[config.mk]
export PLATFORM = sky130hd
export DESIGN_NAME = irq_pending_ctrl
export DESIGN_NICKNAME = d
export VERILOG_FILES = /design/src/rtl/irq_pending_ctrl.sv
export SDC_FILE = /design/constraint.sdc
export NUM_CORES = 1
export LEC_CHECK = 0
export ABC_AREA = 0
export BUFFER_PORTS_ARGS = -buffer_cell sky130_fd_sc_hd__buf_2
export CORE_ASPECT_RATIO = 1.2
export CORE_MARGIN = 1.5
export CORE_UTILIZATION = 54
export CTS_BUF_LIST = sky130_fd_sc_hd__clkbuf_2 sky130_fd_sc_hd__clkbuf_4 sky130_fd_sc_hd__clkbuf_8
export DETAILED_ROUTE_END_ITERATION = 10
export PLACE_DENSITY = 0.88
export SYNTH_ARGS = -nofsm -noshare
export SYNTH_HDL_FRONTEND = slang
export SYNTH_SLANG_ARGS = --single-unit
[constraint.sdc]
create_clock -name i_clock -period 10.8 [get_ports i_clock]
set_clock_uncertainty 0.15 [all_clocks]
set_input_delay 0 -clock i_clock [delete_from_list [all_inputs] [get_ports i_clock]]
set_output_delay 0 -clock i_clock [all_outputs]
set_load 0.005 [all_outputs]
[src/rtl/irq_pending_ctrl.sv]
// rtl/irq_pending_ctrl.sv - rising-edge interrupt capture with mask, nested in-service tracking and priority request
module irq_pending_ctrl #(
    parameter logic [31:0] VEC_BASE = 32'h0000_0100
) (
    input  logic        i_clock,
    input  logic        i_reset,
    input  logic [6:0]  i_irq_in,
    input  logic [6:0]  i_mask_in,
    input  logic        i_irq_ack,
    input  logic        i_eret,
    output logic [6:0]  o_pending,
    output logic [6:0]  o_in_service,
    output logic        o_req,
    output logic [2:0]  o_req_id,
    output logic [31:0] o_vector,
    output logic [7:0]  o_lost_cnt
);

    logic [6:0] r_prev;
    logic [6:0] r_pending;
    logic [6:0] r_in_service;
    logic [7:0] r_lost_cnt;

    logic [6:0] w_rise;
    logic [6:0] w_eligible;
    logic [2:0] w_top;
    logic [2:0] w_cur;
    logic       w_req;
    logic [2:0] w_req_id;
    logic [6:0] w_ack_clr;
    logic [6:0] w_eret_clr;
    logic [6:0] w_lost_bits;
    logic [2:0] w_lost_inc;
    logic [8:0] w_lost_sum;

    assign w_rise     = i_irq_in & ~r_prev;
    assign w_eligible = r_pending & i_mask_in;

    // Descending scans so the lowest set index (highest priority) wins; w_cur = 7 means idle.
    always_comb begin
        w_top = 3'd0;
        w_cur = 3'd7;
        for (int i = 6; i >= 0; i--) begin
            if (w_eligible[i]) w_top = 3'(i);
            if (r_in_service[i]) w_cur = 3'(i);
        end
    end

    assign w_req    = (w_eligible != 7'd0) && (w_top < w_cur);
    assign w_req_id = w_req ? w_top : 3'd0;

    assign w_ack_clr  = (i_irq_ack && w_req) ? (7'd1 << w_req_id) : 7'd0;
    assign w_eret_clr = i_eret ? (r_in_service & (~r_in_service + 7'd1)) : 7'd0;

    // An edge is lost only if its pending bit survives this cycle's acknowledge.
    assign w_lost_bits = w_rise & r_pending & ~w_ack_clr;

    always_comb begin
        w_lost_inc = 3'd0;
        for (int i = 0; i < 7; i++) begin
            w_lost_inc = w_lost_inc + {2'b00, w_lost_bits[i]};
        end
    end

    assign w_lost_sum = {1'b0, r_lost_cnt} + {6'b0, w_lost_inc};

    always_ff @(posedge i_clock or posedge i_reset) begin
        if (i_reset) begin
            r_prev       <= 7'd0;
            r_pending    <= 7'd0;
            r_in_service <= 7'd0;
            r_lost_cnt   <= 8'd0;
        end else begin
            r_prev       <= i_irq_in;
            r_pending    <= (r_pending & ~w_ack_clr) | w_rise;
            r_in_service <= (r_in_service & ~w_eret_clr) | w_ack_clr;
            r_lost_cnt   <= w_lost_sum[8] ? 8'hFF : w_lost_sum[7:0];
        end
    end

    assign o_pending    = r_pending;
    assign o_in_service = r_in_service;
    assign o_req        = w_req;
    assign o_req_id     = w_req_id;
    assign o_vector     = VEC_BASE + {27'b0, w_req_id, 2'b00};
    assign o_lost_cnt   = r_lost_cnt;

endmodule

==> qor.txt, run 1 <==
Detailed Route WL: 4.03 mm
largest family of logic cells by synthesized area: simple AND/OR/NAND/NOR gates
share of synthesized area spent on multiplexers: 0.0119
Max Transition Viols Final: 0
period utilization: 0.537
Via Count: 1,517
Chip Height: 67.9 um
Pwr Density: 274 nW/um2
Ant. Diodes: 0
post-CTS resize count: 0
Simple-Gate Fraction of Synth Area: 0.166
final non-filler cell area: 2230 um2
FMAX: 173 MHz
number of distinct library cells after synthesis: 41
Main synth FF type: dfrtp_1
first-pass GRT wire length: 6.62 mm
WP data arrival: 5.81 ns
proportion of layout cells with a drive suffix above 1: 0.244
hold crit path type: input port to flip-flop
cell row count: 23
final worst setup slack: 5.00 ns
run status: finished, final reports clean
Least-Margin Pin Slew: 1.07 ns
HPWL Detailed: 3.25 mm
Worst EP required: 10.81 ns
Synth Area in Compound Gates: 0.163
area of the die: 3870 um2
synthesized area: 1890 um2
kind of critical path: flip-flop to flip-flop
crit start category: flip-flop
GR Overflow Total: 0
Max Root-Sink Buffers: 2
register area share after synthesis: 0.383
gr usage total: 0.228
worst-path maximum fanout: 6
Num CTS Buffers: 5
total leakage power: 1.18 nW
Worst VDD drop: 0.171 mV
number of global-route vias before repair: 1,445
Adder-Cell Fraction of Synth Area: 0.102
Mapped Avg Cell Area: 9.52 um2
R2R Setup Slk: 5.00 ns
clk slew on worst S/H paths: 0.06 ns
PortBufs: 46
Initial Util: 0.567
Worst setup EP type: flip-flop
largest net degree at the start of global routing: 30
Iteration-0 DRC Markers: 47
RSZ-0062 raised after global routing: no
drt wl/cell: 13.7 um
Worst R2R Start: o_pending[0]
slew margin rel.: 0.285
H-tree lvl count: 2
Post-synth EDFFs: 0
core area: 3340 um2
Async S/R FF share, synth: 1.00
Syn. warnings: 0
Root Driver: clkbuf_8
Final GP Congestion: 0.925
synthesized instance count: 199
Syn-to-layout area delta: 17.8%
crit path time final: 5.80 ns
I/O pins: 76
number of synthesized register bits: 29
DRT Pass-1 Iters: 4
Hold Crit Start: i_mask_in[1]
initial antenna violation count: 0
postcts setup bufs: 0
Final ANT Viol Nets: 0
CTS tree: yes
Hold Violations, Final: 0
max cap viols: 0
Power, Total: 0.612 mW
pre-CTS setup slack: 5.02 ns
die width: 57.1 um
Final nets: 289
drt via density: 5.14
Final TNS setup: 0 ns
DP Area: 2030 um2
Sink Count: 29
filler cell count: 278
final setup violation count: 0
Skew-Pair Late Insertion Delay: 0.27 ns
DRC viols: 0
XOR/XNOR Fraction of Synth Area: 0.00925
Worst Setup SP: o_pending[0]
## synthesized netlist by cell type (2+ instances only)
cell type   n  area (um2)
nand2b_1    4        25.0
xnor2_1     2        17.5
a21o_1      4        30.0
fa_1        4        80.1
a21oi_1     4        20.0
nor2_1      6        22.5
nor3_1      3        15.0
a22o_1      3        26.3
inv_1      17        63.8
and3_1      2        12.5
mux2_2      2        22.5
o211ai_1    3        22.5
conb_1      2        7.51
nand2_1    23        86.3
o21ai_0    10        50.1
ha_1        9         113
o31ai_1     3        22.5
o21bai_1    2        15.0
nor2b_1     3        18.8
dfrtp_1    29         726
buf_4      32         240
nand3_1    10        50.1
and2_1      4        25.0
## cells in the final DEF, fill, tap and decap left out, types with 4 or more instances in the layout
master and count:
a21o_1 4, nand2_1 23, fa_1 4, and2_1 4, ha_1 9, a21oi_1 4
nor2_1 6, nand3_1 10, dlygate4sd3_1 11, buf_2 46, inv_1 17, clkbuf_8 6
o21ai_0 10, conb_1 29, dfrtp_1 29, nand2b_1 4
## sequential cells by signal, summed over array words and instances, names as in the netlist
name and flops:
o_in_service 7, o_lost_cnt 8, o_pending 7, r_prev 7
## what timing repair did
action	in CTS	in global routing
hold buffers	11	0
endpoints found under the hold margin	50	0
endpoints found under the setup margin	0	0
## critical path: stages (launching register included)
cell	delay, ns
dfrtp_1	0.44
a22oi_2	0.33
nor2b_1	0.24
nand2_1	0.10
inv_1	0.06
ha_1	0.25
a21oi_1	0.21
and2_1	0.24
nand3_1	0.16
nor3b_2	0.26
nor4_1	0.09
fa_1	0.49
inv_1	0.06
fa_1	0.54
inv_1	0.06
fa_1	0.47
ha_1	0.24
fa_1	0.40
a21o_1	0.19
a21oi_1	0.25
or3b_1	0.24
nand3_1	0.09
o21a_1	0.12
## final cells by class
class / count / area [um2] / share of cell area
inverters: 17 / 63.8 / 0.0286
clock buffers: 7 / 90.1 / 0.0404
multi-input cells: 148 / 966 / 0.433
repair buffers: 57 / 340 / 0.152
flip-flops and latches: 29 / 726 / 0.325
well taps: 37 / 46.3 / 0.0207
## final timing paths
path                                   end  cells past startpoint
setup / recovery             o_lost_cnt[5]                     22
hold / removal             o_in_service[1]                      3
setup reg to reg             o_lost_cnt[5]                     22
hold reg to reg               o_pending[1]                      1
max in group asynchronous  o_in_service[0]                      3
min in group asynchronous        r_prev[4]                      3
## layer usage
layer / up-vias / GRT usage / part of all wire
met4: 0 / 0.0901 / 0.017
met1: 717 / 0.267 / 0.40
met5: - / 0 / 0
li1: 740 / - / -
met3: 8 / 0.0491 / 0.046
met2: 52 / 0.409 / 0.53
## where the power goes
part | internal [mW] | total (mW) | switching, mW
combinational | 0.151 | 0.334 | 0.183
clock | 0.0529 | 0.0892 | 0.0364
sequential | 0.146 | 0.188 | 0.0420
total | 0.351 | 0.612 | 0.261
## logic make-up (layout without fill, tap and decap cells)
| kind of cell | count (synthesis) | count (layout) |
|---|---|---|
| other | 2 | 29 |
| xor gates and xnor gates | 2 | 2 |
| and+or+nand+nor | 62 | 62 |
| DFF | 29 | 29 |
| AOI/OAI and AO/OA | 40 | 40 |
| adders and majority gates | 13 | 13 |
| buffers and inverters | 49 | 81 |
| muxes | 2 | 2 |
## per-stage QoR
stage	util	hold slack, ns	std cells
6_report	0.669	0.0806	295
5_1_grt	0.669	0.0912	295
4_1_cts	0.669	0.0641	295
3_5_place_dp	0.609	-0.0298	277
3_3_place_gp	0.609	-0.0299	277
2_1_floorplan	-	-0.119	226
Note: power is estimated with default switching activity, not from simulation.
==> inputs of run 2 (changes only) <==
--- a/config.mk
+++ b/config.mk
@@ -9,10 +9,10 @@
 export BUFFER_PORTS_ARGS = -buffer_cell sky130_fd_sc_hd__buf_2
 export CORE_ASPECT_RATIO = 1.2
 export CORE_MARGIN = 1.5
-export CORE_UTILIZATION = 54
+export CORE_UTILIZATION = 45
 export CTS_BUF_LIST = sky130_fd_sc_hd__clkbuf_2 sky130_fd_sc_hd__clkbuf_4 sky130_fd_sc_hd__clkbuf_8
 export DETAILED_ROUTE_END_ITERATION = 10
-export PLACE_DENSITY = 0.88
+export PLACE_DENSITY = 0.78
 export SYNTH_ARGS = -nofsm -noshare
 export SYNTH_HDL_FRONTEND = slang
 export SYNTH_SLANG_ARGS = --single-unit
==> constraint.sdc (replaced) <==
create_clock -name i_clock -period 4.7 [get_ports i_clock]
set_clock_uncertainty 0.15 [all_clocks]
set_input_delay 0 -clock i_clock [delete_from_list [all_inputs] [get_ports i_clock]]
set_output_delay 0 -clock i_clock [all_outputs]
set_load 0.005 [all_outputs]
==> qor.txt, run 2 (same netlist as run 1, synthesis figures left out) <==
run status: finished, violations left
failing checks: negative setup slack
Power, Total: 1.90 mW (+210%)
HPWL Detailed: 3.44 mm (+5.9%)
crit path time final: 4.90 ns (-0.898 ns)
I/O pins: 76 (unchanged)
Syn-to-layout area delta: 52.5%
cell row count: 25 (+8.7%)
WP data arrival: 4.92 ns (-0.89 ns)
Hold Violations, Final: 0 (unchanged)
GR Overflow Total: 0 (unchanged)
crit start category: flip-flop
final non-filler cell area: 2890 um2 (+29%)
final setup violation count: 8 (+8)
worst-path maximum fanout: 4 (-2)
drt via density: 4.84 (-5.8%)
final worst setup slack: -0.198 ns (-5.20 ns)
leading cell types in the layout, fill and taps excluded: buf_4 (62), buf_2 (46), conb_1 (29), dfrtp_1 (29), nand2_1 (20)
largest net degree at the start of global routing: 30 (unchanged)
Skew-Pair Late Insertion Delay: 0.28 ns (about the same)
Hold WS: 0.0449 ns (-0.0356 ns)
Slowest cell on crit path: fa_1
Worst EP required: 4.72 ns (-6.09 ns)
Chip Height: 74.1 um (+9.1%)
CTS tree: yes
H-tree lvl count: 2 (unchanged)
Final nets: 353 (+22%)
number of global-route vias before repair: 1,920 (+33%)
area of the die: 4610 um2 (+19%)
Worst setup EP type: flip-flop
Max Transition Viols Final: 0 (unchanged)
Ant. Diodes: 0 (unchanged)
die width: 62.2 um (+9.1%)
proportion of layout cells with a drive suffix above 1: 0.471 (+0.226)
worst hold stages: 4 (+1)
hold crit path type: input port to flip-flop
DRC viols: 0 (unchanged)
core area: 4000 um2 (+20%)
initial antenna violation count: 0 (unchanged)
final core occ: 0.722 (+0.0529)
r2r worst-path depth: 21 (-4.5%)
DRT Pass-1 Iters: 4 (unchanged)
Via Count: 1,826 (+20%)
kind of critical path: flip-flop to flip-flop
clk slew on worst S/H paths: 0.06 ns (about the same)
DP Area: 2370 um2 (+17%)
period utilization: 1.04 (+0.505)
Sink Count: 29 (unchanged)
max reg flops: 8 (unchanged)
Final GP Congestion: 0.965 (+4.3%)
PortBufs: 46 (unchanged)
Pwr Density: 659 nW/um2 (+140%)
Final ANT Viol Nets: 0 (unchanged)
Iteration-0 DRC Markers: 71 (+51%)
FMAX: 204 MHz (+18%)
RSZ-0062 raised after global routing: yes
max cap viols: 0 (unchanged)
Worst VDD drop: 0.420 mV (+150%)
total leakage power: 1.52 nW (+29%)
Num CTS Buffers: 5 (unchanged)
drt wl/cell: 14.6 um (+6.9%)
worst-path cell chain: a22o_4 -> nor2b_4 -> nand2_2 -> inv_2 -> ha_4 -> a21oi_4 -> and2_4 -> nand3_2 -> nor3b_2 -> nor4_2 -> fa_1 -> inv_1 -> fa_1 -> inv_1 -> fa_1 -> ha_2 -> fa_2 -> a21o_1 -> a21oi_4 -> nand2_1 -> mux2_4
gr usage total: 0.254 (+0.0261)
Root Driver: clkbuf_8
crit-path max cell delay: 0.47 ns (-0.07 ns)
first-pass GRT wire length: 8.70 mm (+31%)
Max Root-Sink Buffers: 2 (unchanged)
most common cell type on the critical path: fa_1
Detailed Route WL: 5.50 mm (+37%)
most common cell after layout, fill and taps aside: buf_4
Initial Util: 0.473 (-0.0943)
run 2: power by group:
part           total (mW)  switching, mW  internal, mW  leakage [nW]
clock network       0.213         0.0910         0.122        0.0498
logic                1.29          0.617         0.669          1.14
registers           0.405         0.0682         0.337         0.335
total                1.90          0.776          1.13          1.52
run 2: final timing paths:
path                              startpoint              end  slack, ns
max in group asynchronous            i_reset     o_pending[1]       3.93
worst max-delay path            o_pending[2]    o_lost_cnt[7]      -0.20
worst min register to register     r_prev[1]     o_pending[1]       0.32
worst max register to register  o_pending[2]    o_lost_cnt[7]      -0.20
worst min-delay path            i_mask_in[0]     o_pending[0]       0.04
min in group asynchronous            i_reset  o_in_service[3]       0.19
run 2: repair_timing:
action | 4_1_cts | 5_1_grt
gates resized for setup | 10 | 8
buffers inserted | 31 | 4
cloned | 0 | 0
pin swaps | 14 | 8
hold buffers | 11 | 0
endpoints found under the setup margin | 8 | 10
endpoints found under the hold margin | 50 | 0
run 2: cell type report:
| cell class | count | area [um2] |
|---|---|---|
| flip-flops and latches | 29 | 726 |
| inverters | 17 | 63.8 |
| fillers | 319 | 1110 |
| multi-input cells | 148 | 1100 |
| well taps | 54 | 67.6 |
| repair buffers | 121 | 837 |
| clock buffers | 8 | 91.3 |
run 2: routing by layer:
metal  global-route usage  share of wire
met5                    0              0
met4                0.202          0.051
met3               0.0439          0.036
met2                0.487           0.55
met1                0.246           0.36
run 2: through the flow:
stage | cells | setup WS, ns | setup TNS (ns)
after detailed placement | 328 | -0.414 | -2.75
final | 377 | -0.198 | -1.38
after global routing | 377 | -0.361 | -2.72
after CTS | 378 | -0.162 | -0.878
after global placement | 328 | -0.329 | -2.24
after floorplan | 226 | -0.291 | -1.79
run 2: worst max-delay path, delay by kind of cell, from the launching register on:
family | cells | cell delay [ns]
multiplexers | 1 | 0.27
AO/OA/AOI/OAI | 4 | 0.77
AND/OR/NAND/NOR | 7 | 0.83
adder cells (fa/ha/maj) | 6 | 2.16
flip-flops | 1 | 0.39
buffers and inverters | 3 | 0.20
==> inputs of run 3 (changes only) <==
--- a/config.mk
+++ b/config.mk
@@ -13,6 +13,7 @@
 export CTS_BUF_LIST = sky130_fd_sc_hd__clkbuf_2 sky130_fd_sc_hd__clkbuf_4 sky130_fd_sc_hd__clkbuf_8
 export DETAILED_ROUTE_END_ITERATION = 10
 export PLACE_DENSITY = 0.78
+export RECOVER_POWER = 50
 export SYNTH_ARGS = -nofsm -noshare
 export SYNTH_HDL_FRONTEND = slang
 export SYNTH_SLANG_ARGS = --single-unit
==> constraint.sdc (replaced) <==
create_clock -name i_clock -period 4.3 [get_ports i_clock]
set_clock_uncertainty 0.15 [all_clocks]
set_input_delay 0 -clock i_clock [delete_from_list [all_inputs] [get_ports i_clock]]
set_output_delay 0 -clock i_clock [all_outputs]
set_load 0.1 [all_outputs]
==> qor.txt, run 3 (same netlist as run 1, synthesis figures left out) <==
Chip Height: 74.1 um (unchanged)
r2r worst-path depth: 21 (unchanged)
drt wl/cell: 13.1 um (-10%)
Max Root-Sink Buffers: 2 (unchanged)
Hold Crit Start: i_irq_ack
GR Overflow Total: 0 (unchanged)
FMAX: 200 MHz (-2.3%)
Num CTS Buffers: 5 (unchanged)
Sink Count: 29 (unchanged)
hold crit path type: input port to flip-flop
max cap viols: 1 (+1)
Iteration-0 DRC Markers: 57 (-20%)
Worst EP required: 4.32 ns (-0.40 ns)
core area: 4000 um2 (unchanged)
Skew-Pair Late Insertion Delay: 0.28 ns (about the same)
I/O pins: 76 (unchanged)
Root Driver: clkbuf_8
H-tree lvl count: 2 (unchanged)
die width: 62.2 um (unchanged)
final setup violation count: 8 (unchanged)
kind of critical path: flip-flop to flip-flop
largest net degree at the start of global routing: 30 (unchanged)
Hold Violations, Final: 0 (unchanged)
Initial Util: 0.473 (unchanged)
period utilization: 1.17 (+0.123)
PortBufs: 46 (unchanged)
Ant. Diodes: 0 (unchanged)
drt via density: 4.80 (-1.0%)
run status: finished, violations left
Via Count: 1,755 (-3.9%)
Syn-to-layout area delta: 48.5%
max reg flops: 8 (unchanged)
most common cell after layout, fill and taps aside: buf_4
crit path time final: 5.01 ns (+0.113 ns)
worst hold stages: 4 (unchanged)
CTS tree: yes
Worst R2R Start: o_pending[2]
final worst setup slack: -0.711 ns (-0.513 ns)
Final TNS setup: -5.43 ns (-4.05 ns)
HPWL Detailed: 3.65 mm (+6.1%)
worst-path maximum fanout: 4 (unchanged)
area of the die: 4610 um2 (unchanged)
RSZ-0062 raised after global routing: yes
final core occ: 0.703 (-0.0188)
Worst Hold Endpoint: o_in_service[1]
Worst setup EP type: flip-flop
Max Transition Viols Final: 30 (+30)
failing checks: max-capacitance violations, max-slew violations, negative setup slack
Final Non-Filler Cells: 366 (-2.9%)
pre-CTS setup slack: -0.829 ns (-0.415 ns)
slew margin rel.: -0.0353
crit start category: flip-flop
leading cell types in the layout, fill and taps excluded: buf_4 (52), buf_2 (38), conb_1 (29), nand2_1 (20), dfrtp_1 (19)
number of global-route vias before repair: 1,709 (-11%)
DRT Pass-1 Iters: 4 (unchanged)
R2R Path End: o_lost_cnt[5]
dpl cells: 338 (+3.0%)
WP data arrival: 5.03 ns (+0.11 ns)
cell row count: 25 (unchanged)
clk slew on worst S/H paths: 0.06 ns (about the same)
Final ANT Viol Nets: 0 (unchanged)
Least-Margin Pin Slew: 1.55 ns
Final GP Congestion: 1.00 (+3.8%)
first-pass GRT wire length: 7.62 mm (-12%)
DRC viols: 0 (unchanged)
proportion of layout cells with a drive suffix above 1: 0.452 (-0.0187)
initial antenna violation count: 0 (unchanged)
gr usage total: 0.217 (-0.0373)
R2R Setup Slk: -0.71 ns (-0.51 ns)
Detailed Route WL: 4.79 mm (-13%)
Final nets: 342 (-3.1%)
==> run 3: changes by cell type in the layout (fill, tap and decap cells not counted), sizes merged <==
cell	change
dlygate4sd3	-1
buf	-19
clkbuf	+9
==> run 3: layer usage <==
metal / wire length, um / share of wire / GRT usage / vias to the layer above
met4: 163 / 0.034 / 0.0988 / 0
met1: 1790 / 0.37 / 0.234 / 831
met5: 0 / 0 / 0 / -
met3: 256 / 0.053 / 0.0560 / 15
li1: - / - / - / 847
met2: 2580 / 0.54 / 0.406 / 62
==> run 3: how the worst max path moves through the flow <==
stage,startpoint,cells past startpoint,slack [ns],to
final,o_pending[2],21,-0.71,o_lost_cnt[5]
after global routing,o_pending[2],21,-0.90,o_lost_cnt[5]
after CTS,o_pending[0],22,-0.66,o_lost_cnt[5]
after detailed placement,o_pending[5],21,-0.83,o_lost_cnt[5]
after global placement,o_pending[5],21,-0.76,o_lost_cnt[5]
after floorplan,o_pending[0],22,-0.95,o_lost_cnt[5]
==> run 3: critical path, stage by stage, from the launching register on <==
cell and delay [ns]:
dfrtp_2 0.40, a22o_2 0.32, o21ai_2 0.18, inv_1 0.07, ha_1 0.23, a21oi_4 0.16
and2_4 0.18, nand3_4 0.09, nor3b_4 0.26, nor4_4 0.06, fa_1 0.50, inv_1 0.05
fa_1 0.48, inv_1 0.05, fa_1 0.44, ha_2 0.22, fa_2 0.34, a21o_1 0.19
a21oi_4 0.17, or3b_4 0.18, nand3_2 0.07, o21a_1 0.11
==> run 3: what timing repair did <==
| action | CTS | global route |
|---|---|---|
| hold buffers | 10 | 0 |
| hold endpoints to repair | 49 | 0 |
| endpoints found under the setup margin | 8 | 8 |
| gates resized for setup | 9 | 8 |
| buffers inserted | 6 | 4 |
| pin swaps | 9 | 6 |
==> run 3: through the flow <==
step,cell area (um2),hold WS (ns)
after CTS,2750,0.00806
final,2810,0.0219
after global routing,2810,0.0496
after detailed placement,2460,-0.0578
after floorplan,2070,-0.119
after global placement,2460,-0.0651
==> run 3: layout make-up <==
cell class / count / area [um2]
sequential: 29 / 748
fill: 326 / 1190
clock buffer: 8 / 97.6
multi-input combinational: 148 / 1100
timing repair buffer: 110 / 734
tap: 54 / 67.6
inverter: 17 / 63.8
Power of run 3 is not shown: default switching activity piles up to over one toggle a cycle in this logic, so the estimate is an artifact.
